--- config.mk ---
export PLATFORM = sky130hd
export DESIGN_NAME = dsp_core_alu_pipe
export DESIGN_NICKNAME = d
export VERILOG_FILES = /design/src/rtl/dsp_core_alu_pipe.sv
export SDC_FILE = /design/constraint.sdc
export NUM_CORES = 2
export LEC_CHECK = 0
export ABC_AREA = 1
export CAP_MARGIN = 40
export CORE_MARGIN = 5
export CORE_UTILIZATION = 50
export CTS_BUF_LIST = sky130_fd_sc_hd__clkbuf_4 sky130_fd_sc_hd__clkbuf_8 sky130_fd_sc_hd__clkbuf_16
export CTS_CLUSTER_SIZE = 14
export DETAILED_ROUTE_END_ITERATION = 8
export PLACE_DENSITY = 0.7
export RECOVER_POWER = 25
export REMOVE_ABC_BUFFERS = 1
export SLEW_MARGIN = 10
export SYNTH_ARGS = -nofsm -noshare
export SYNTH_HDL_FRONTEND = slang
export SYNTH_SLANG_ARGS = --single-unit
--- constraint.sdc ---
create_clock -name clk -period 7.9 [get_ports clk]
set_input_delay 1.185 -clock clk [delete_from_list [all_inputs] [get_ports clk]]
set_output_delay 1.185 -clock clk [all_outputs]
set_load 0.005 [all_outputs]
--- src/rtl/dsp_core_alu_pipe.sv ---
// rtl/dsp_core_alu_pipe.sv - three-stage pipelined DSP ALU: multiply, barrel shift, saturation, MAC accumulators
module dsp_core_alu_pipe #(
   parameter int DATA_WIDTH  = 16,
   parameter int INTERP_BITS = 8,
   parameter int N_ACC       = 4,
   localparam int SHW = $clog2(2 * DATA_WIDTH),
   localparam int AW  = (N_ACC > 1) ? $clog2(N_ACC) : 1
) (
   input  logic                           clk,
   input  logic                           reset,
   input  logic                           in_valid,
   output logic                           in_ready,
   input  logic [3:0]                     op,
   input  logic signed [DATA_WIDTH-1:0]   a,
   input  logic signed [DATA_WIDTH-1:0]   b,
   input  logic signed [DATA_WIDTH-1:0]   c,
   input  logic [SHW-1:0]                 shift,
   input  logic                           saturate,
   input  logic [AW-1:0]                  acc_sel,
   output logic                           out_valid,
   input  logic                           out_ready,
   output logic signed [DATA_WIDTH-1:0]   result,
   output logic signed [2*DATA_WIDTH-1:0] result_wide
);
   localparam int W  = DATA_WIDTH;
   localparam int IB = INTERP_BITS;
   localparam int SB = $clog2(W);

   localparam logic [3:0] OP_ADD = 4'd0, OP_SUB = 4'd1, OP_MUL = 4'd2, OP_MADD = 4'd3,
                          OP_MAC = 4'd4, OP_LSH = 4'd5, OP_RSH = 4'd6, OP_ARSH = 4'd7,
                          OP_MIN = 4'd8, OP_MAX = 4'd9, OP_ABS = 4'd10, OP_LINTERP = 4'd11,
                          OP_ACC_CLR = 4'd12, OP_ACC_RD = 4'd13;

   localparam logic signed [2*W-1:0] NARROW_MAX = {{(W+1){1'b0}}, {(W-1){1'b1}}};
   localparam logic signed [2*W-1:0] NARROW_MIN = {{(W+1){1'b1}}, {(W-1){1'b0}}};

   function automatic logic signed [2*W-1:0] sx(input logic signed [W-1:0] v);
      return {{W{v[W-1]}}, v};
   endfunction

   logic stall, adv;
   assign stall    = out_valid && !out_ready;
   assign adv      = !stall;
   assign in_ready = adv;

   // One shared multiplier: a*b normally, (b-a)*frac for LINTERP; operands sign-extended to 2W
   logic signed [W:0]     diff, mul_x, mul_y;
   logic [2*W-1:0]        prod;
   assign diff  = {b[W-1], b} - {a[W-1], a};
   assign mul_x = (op == OP_LINTERP) ? diff : {a[W-1], a};
   assign mul_y = (op == OP_LINTERP) ? {{(W+1-IB){1'b0}}, c[W-2 -: IB]} : {b[W-1], b};
   assign prod  = {{(W-1){mul_x[W]}}, mul_x} * {{(W-1){mul_y[W]}}, mul_y};

   logic                  v1, sat1;
   logic [3:0]            op1;
   logic signed [W-1:0]   a1, b1, c1;
   logic [SHW-1:0]        sh1;
   logic [AW-1:0]         sel1;
   logic signed [2*W-1:0] p1;

   always_ff @(posedge clk) begin
      if (reset) begin
         v1 <= 1'b0; sat1 <= 1'b0; op1 <= '0; a1 <= '0; b1 <= '0; c1 <= '0;
         sh1 <= '0; sel1 <= '0; p1 <= '0;
      end else if (adv) begin
         v1 <= in_valid; sat1 <= saturate; op1 <= op; a1 <= a; b1 <= b; c1 <= c;
         sh1 <= shift; sel1 <= acc_sel; p1 <= prod;
      end
   end

   logic signed [2*W-1:0] acc [N_ACC];
   logic signed [2*W-1:0] s_prod, acc_cur, acc_nxt, wide_n;
   logic                  sel_ok, big, acc_we, is_wide_n;
   logic [SB-1:0]         amt;
   logic [W-1:0]          shl, shr;
   logic signed [W-1:0]   sar;

   assign sel_ok  = int'(sel1) < N_ACC;
   assign acc_cur = sel_ok ? acc[sel1] : '0;
   assign s_prod  = p1 >>> sh1;
   assign amt     = b1[SB-1:0];
   assign big     = |b1[W-1:SB];
   assign shl     = a1 << amt;
   assign shr     = $unsigned(a1) >> amt;
   assign sar     = a1 >>> amt;

   always_comb begin
      wide_n = '0; is_wide_n = 1'b0; acc_we = 1'b0; acc_nxt = acc_cur;
      case (op1)
         OP_ADD:  wide_n = sx(a1) + sx(b1);
         OP_SUB:  wide_n = sx(a1) - sx(b1);
         OP_MUL:  begin wide_n = s_prod; is_wide_n = 1'b1; end
         OP_MADD: begin wide_n = s_prod + sx(c1); is_wide_n = 1'b1; end
         OP_MAC: begin
            is_wide_n = 1'b1;
            if (sel_ok) begin
               acc_nxt = acc_cur + s_prod;
               acc_we  = 1'b1;
               wide_n  = acc_nxt;
            end
         end
         OP_LSH:     wide_n = sx(big ? '0 : shl);
         OP_RSH:     wide_n = sx(big ? '0 : shr);
         OP_ARSH:    wide_n = sx(big ? {W{a1[W-1]}} : sar);
         OP_MIN:     wide_n = (a1 < b1) ? sx(a1) : sx(b1);
         OP_MAX:     wide_n = (a1 > b1) ? sx(a1) : sx(b1);
         OP_ABS:     wide_n = a1[W-1] ? -sx(a1) : sx(a1);
         OP_LINTERP: wide_n = sx(a1) + (p1 >>> IB);
         OP_ACC_CLR: begin
            is_wide_n = 1'b1;
            if (sel_ok) begin
               acc_we  = 1'b1;
               acc_nxt = '0;
            end
         end
         OP_ACC_RD: begin wide_n = acc_cur; is_wide_n = 1'b1; end
         default: ;
      endcase
   end

   logic                  v2, sat2, isw2;
   logic signed [2*W-1:0] wide2;

   // Accumulator read-modify-write happens only here, so back-to-back MACs see each other without forwarding
   always_ff @(posedge clk) begin
      if (reset) begin
         v2 <= 1'b0; sat2 <= 1'b0; isw2 <= 1'b0; wide2 <= '0;
         for (int i = 0; i < N_ACC; i++) acc[i] <= '0;
      end else if (adv) begin
         v2 <= v1; sat2 <= sat1; isw2 <= is_wide_n; wide2 <= wide_n;
         if (v1 && acc_we) acc[sel1] <= acc_nxt;
      end
   end

   logic signed [W-1:0] narrow;
   always_comb begin
      narrow = wide2[W-1:0];
      if (sat2) begin
         if (wide2 > NARROW_MAX)      narrow = NARROW_MAX[W-1:0];
         else if (wide2 < NARROW_MIN) narrow = NARROW_MIN[W-1:0];
      end
   end

   always_ff @(posedge clk) begin
      if (reset) begin
         out_valid <= 1'b0; result <= '0; result_wide <= '0;
      end else if (adv) begin
         out_valid <= v2;
         if (v2) begin
            result      <= narrow;
            result_wide <= isw2 ? wide2 : sx(narrow);
         end
      end
   end
endmodule

==> out/qor.yml <==
rr_worst_depth: 16
multi_input_area_sq_mm: 0.02668
worst_slew_pin_slew_ps: 2473
drtAntennaViolNets: 0
insertion_delay_ps: 560
critPathSlowestCell: "fa_1"
slew_violations: 176
io_buffers: 113
fp-row-count: 100
maxSlewHeadroom: -0.6489
status: "finished, violations left"
fin_nets: 6498
yosysWarningCount: 0
synth_cells: 5640
r2r-end: "wide2[6]$_SDFFE_PP0N_"
chipWidth_um: 283.2
root_buffer: "clkbuf_16"
path_max_fanout: 5
grt_overflow: 0
crit_type: "primary input to flop"
power_mw: 23.82
setup_slack_ps: 231.6
drt-pass1-iter-count: 6
reg2reg_from: "sh1[3]$_SDFFE_PP0N_"
hold_path_class: "flop to flop"
drtIter0Drc: 3804
critPathRequiredTime_ps: 8400
yosysUniqueCellTypes: 61
area_growth_pct: 17.07
cp_num_cells: 43
synth_enable_flop_cells: 128
vias: 39870
endpoint_kind: "flop"
numCtsBuffers: 36
clock_path_buffers: 3
fin_crit_sh: 0.9707
hold_violations: 0
fin_util: 0.5890
start_util: 0.5031
drive_gt1_frac: 0.1125
h-tree-depth: 2
boundaryPins: 114
ff_latch_area_sq_mm: 0.007428
path_clk_slew_ps: 60
core_area_sq_mm: 0.07420
worst_path_most_repeated_cell: "fa_1"
power_density_mw_per_mm2: 545.2
critPathTopFamily: "adder cells"
drcViolationCount: 0
synth-async-reset-ratio: 0
crit_path_max_incr_delay_ps: 550
ir_worst_vdd_v: 0.0009357
dp_hpwl_um: 124500
gp_congestion: 1.041
maxCapViolations: 4
cts_sinks: 307
syn-cell-area_sq_mm: 0.03733
rrSetupSlack_ps: 2420
startpoint: "b[0]"
rsz0062_at_grt: "yes"
fill_cells: 7282
layout_min_cycle_time_ps: 7668
cp-endpoint: "p1[27]$_SDFFE_PP0N_"
startpoint_type: "primary input"
timing.critical_path.buf_inv: 12
wire_per_inst_um: 22.08
hold_slack_ps: 476.9
dieArea_sq_mm: 0.08022
p_leak_nw: 21.75
wl_um: 152900
fin_setup_tns_ps: 0
ctsHoldBuffers: 0
grt_pass1_wl_um: 230000
skew_ps: 26.07
synth-seq-area-share: 0.1990
cp.arrival_ps: 8170
via_per_inst: 5.757
ys_seq_elements: 307
post-place-ws_ps: -1201
cts_tree: "built"
grt_pass1_vias: 39280
setup_viol: 0
fp.dieH_um: 283.2
synth_area_per_cell_sq_um: 6.618
fmax_ghz: 0.1304
synth_ff_type: "dfxtp_1"
failed_checks: "capacitance limit, slew limit"
antenna_found_initial: 2
grt_max_degree: 79
grt_use_total: 0.3671
layout by cell type (no fill, tap or decap), drive strengths merged, types with 3 or more instances in the layout:
| master | netlist | routed |
|---|---|---|
| nand2 | 1311 | 1311 |
| inv | 835 | 838 |
| nor2 | 704 | 704 |
| nand3 | 514 | 514 |
| o21ai | 422 | 422 |
| a21oi | 413 | 413 |
| buf | 81 | 355 |
| fa | 288 | 288 |
| ha | 218 | 218 |
| dfxtp | 179 | 179 |
| edfxtp | 128 | 128 |
| nand4 | 83 | 83 |
| clkbuf | 139 | 55 |
| clkdlybuf4s50 | 0 | 51 |
| dlygate4sd3 | 0 | 50 |
| o211ai | 48 | 48 |
| nor3 | 33 | 33 |
| o22ai | 31 | 31 |
| nand3b | 29 | 29 |
| o21bai | 29 | 29 |
| and2 | 23 | 23 |
| xnor2 | 17 | 17 |
| xor2 | 16 | 16 |
| or2 | 16 | 16 |
| a21o | 15 | 15 |
| a21boi | 15 | 15 |
| nor4 | 13 | 13 |
| clkinv | 4 | 11 |
| dlymetal6s2s | 0 | 9 |
| o21a | 8 | 8 |
| a31oi | 6 | 6 |
| a211oi | 4 | 4 |
| diode | 0 | 3 |
| o31ai | 3 | 3 |
sequential cells by signal, summed over array words and instances, names as in the netlist, named ones only:
signal       count
acc            128
p1              32
result_wide     32
wide2           32
a1              16
b1              16
c1              16
result          16
sh1              5
op1              4
sel1             2
isw2             1
out_valid        1
sat1             1
sat2             1
v1               1
v2               1
worst min-delay path by stage:
stage | depth (start not counted) | endpoint | start | slack [ps]
6_report | 2 | v2$_SDFFE_PP0N_ | v2$_SDFFE_PP0N_ | 480
5_1_grt | 2 | v2$_SDFFE_PP0N_ | v2$_SDFFE_PP0N_ | 490
4_1_cts | 2 | v2$_SDFFE_PP0N_ | v2$_SDFFE_PP0N_ | 480
3_5_place_dp | 2 | v2$_SDFFE_PP0N_ | v2$_SDFFE_PP0N_ | 460
3_3_place_gp | 2 | v2$_SDFFE_PP0N_ | v2$_SDFFE_PP0N_ | 450
2_1_floorplan | 2 | v2$_SDFFE_PP0N_ | v2$_SDFFE_PP0N_ | 440
through the flow:
step           cells  area, sq um
2_1_floorplan   5420        36390
5_1_grt         6923        43690
6_report        6925        43700
3_5_place_dp    6838        41470
3_3_place_gp    6833        41380
4_1_cts         6906        43050
final cells by class:
type                       instances  share of cell area
antenna                            3           0.0001718
clock buffer                      50             0.02359
clock inverter                    13            0.003121
inverter                         839             0.07224
multi-input combinational       4274              0.6104
sequential                       307              0.1700
tap                              969             0.02774
timing repair buffer             470             0.09271
Yosys cell counts, drive strengths merged, types with 2 or more instances:
| library cell | n | area (sq um) |
|---|---|---|
| a21oi | 413 | 2101 |
| nand3 | 514 | 2608 |
| nor2 | 704 | 2688 |
| o31ai | 3 | 22.52 |
| xor2 | 16 | 140.1 |
| a21boi | 15 | 112.6 |
| clkbuf | 139 | 521.8 |
| o2111ai | 2 | 17.52 |
| and3 | 2 | 12.51 |
| inv | 835 | 3134 |
| fa | 288 | 5766 |
| and2 | 23 | 143.9 |
| a211oi | 4 | 30.03 |
| a22oi | 2 | 15.01 |
| clkinv | 4 | 15.01 |
| o221ai | 2 | 17.52 |
| o211ai | 48 | 360.4 |
| nor3 | 33 | 176.4 |
| ha | 218 | 2728 |
| edfxtp | 128 | 3844 |
| o21ai | 422 | 2116 |
| xnor2 | 17 | 148.9 |
| o21a | 8 | 60.06 |
| o21bai | 29 | 221.5 |
| or2 | 16 | 100.1 |
| o22ai | 31 | 193.9 |
| nand3b | 29 | 217.7 |
| a31oi | 6 | 37.54 |
| nor3b | 2 | 15.01 |
| nor4 | 13 | 96.34 |
| nand2 | 1311 | 4976 |
| a21o | 15 | 112.6 |
| dfxtp | 179 | 3583 |
| buf | 81 | 419.1 |
| nand4 | 83 | 534.3 |
power by group:
part	switching (mW)	total, mW	internal [mW]
combinational	10.9	20.1	9.19
sequential	0.170	2.04	1.87
clock	0.715	1.67	0.960
tightest hold or removal path: cells and delay by family (launching register included):
family	cells	cell delay [ps]
and+or+nand+nor	1	60
DFF	1	310
AOI/OAI and AO/OA	1	60
cell families after synthesis:
| group | count (synthesis) | synth area share |
|---|---|---|
| compound gates | 1003 | 0.1459 |
| xor+xnor | 33 | 0.007743 |
| fa+ha+maj | 506 | 0.2275 |
| buf+inv | 1059 | 0.1096 |
| flops | 307 | 0.1990 |
| mux | 1 | 0.0002682 |
| simple gates | 2731 | 0.3100 |
per-layer routing:
metal | vias to the layer above | share of wire | global-route usage
met5 | - | 0 | 0
met4 | 0 | 0.089 | 0.2526
met3 | 457 | 0.063 | 0.04116
met2 | 1590 | 0.47 | 0.6255
met1 | 18980 | 0.38 | 0.4351
li1 | 18840 | - | -
repair_timing:
item / 4_1_cts / 5_1_grt
hold endpoints to repair: 0 / 0
pin swaps: 35 / 92
gates resized for setup: 74 / 152
buffers inserted: 5 / 14
endpoints found under the setup margin: 18 / 19
Power figures use the tool's default switching activity.
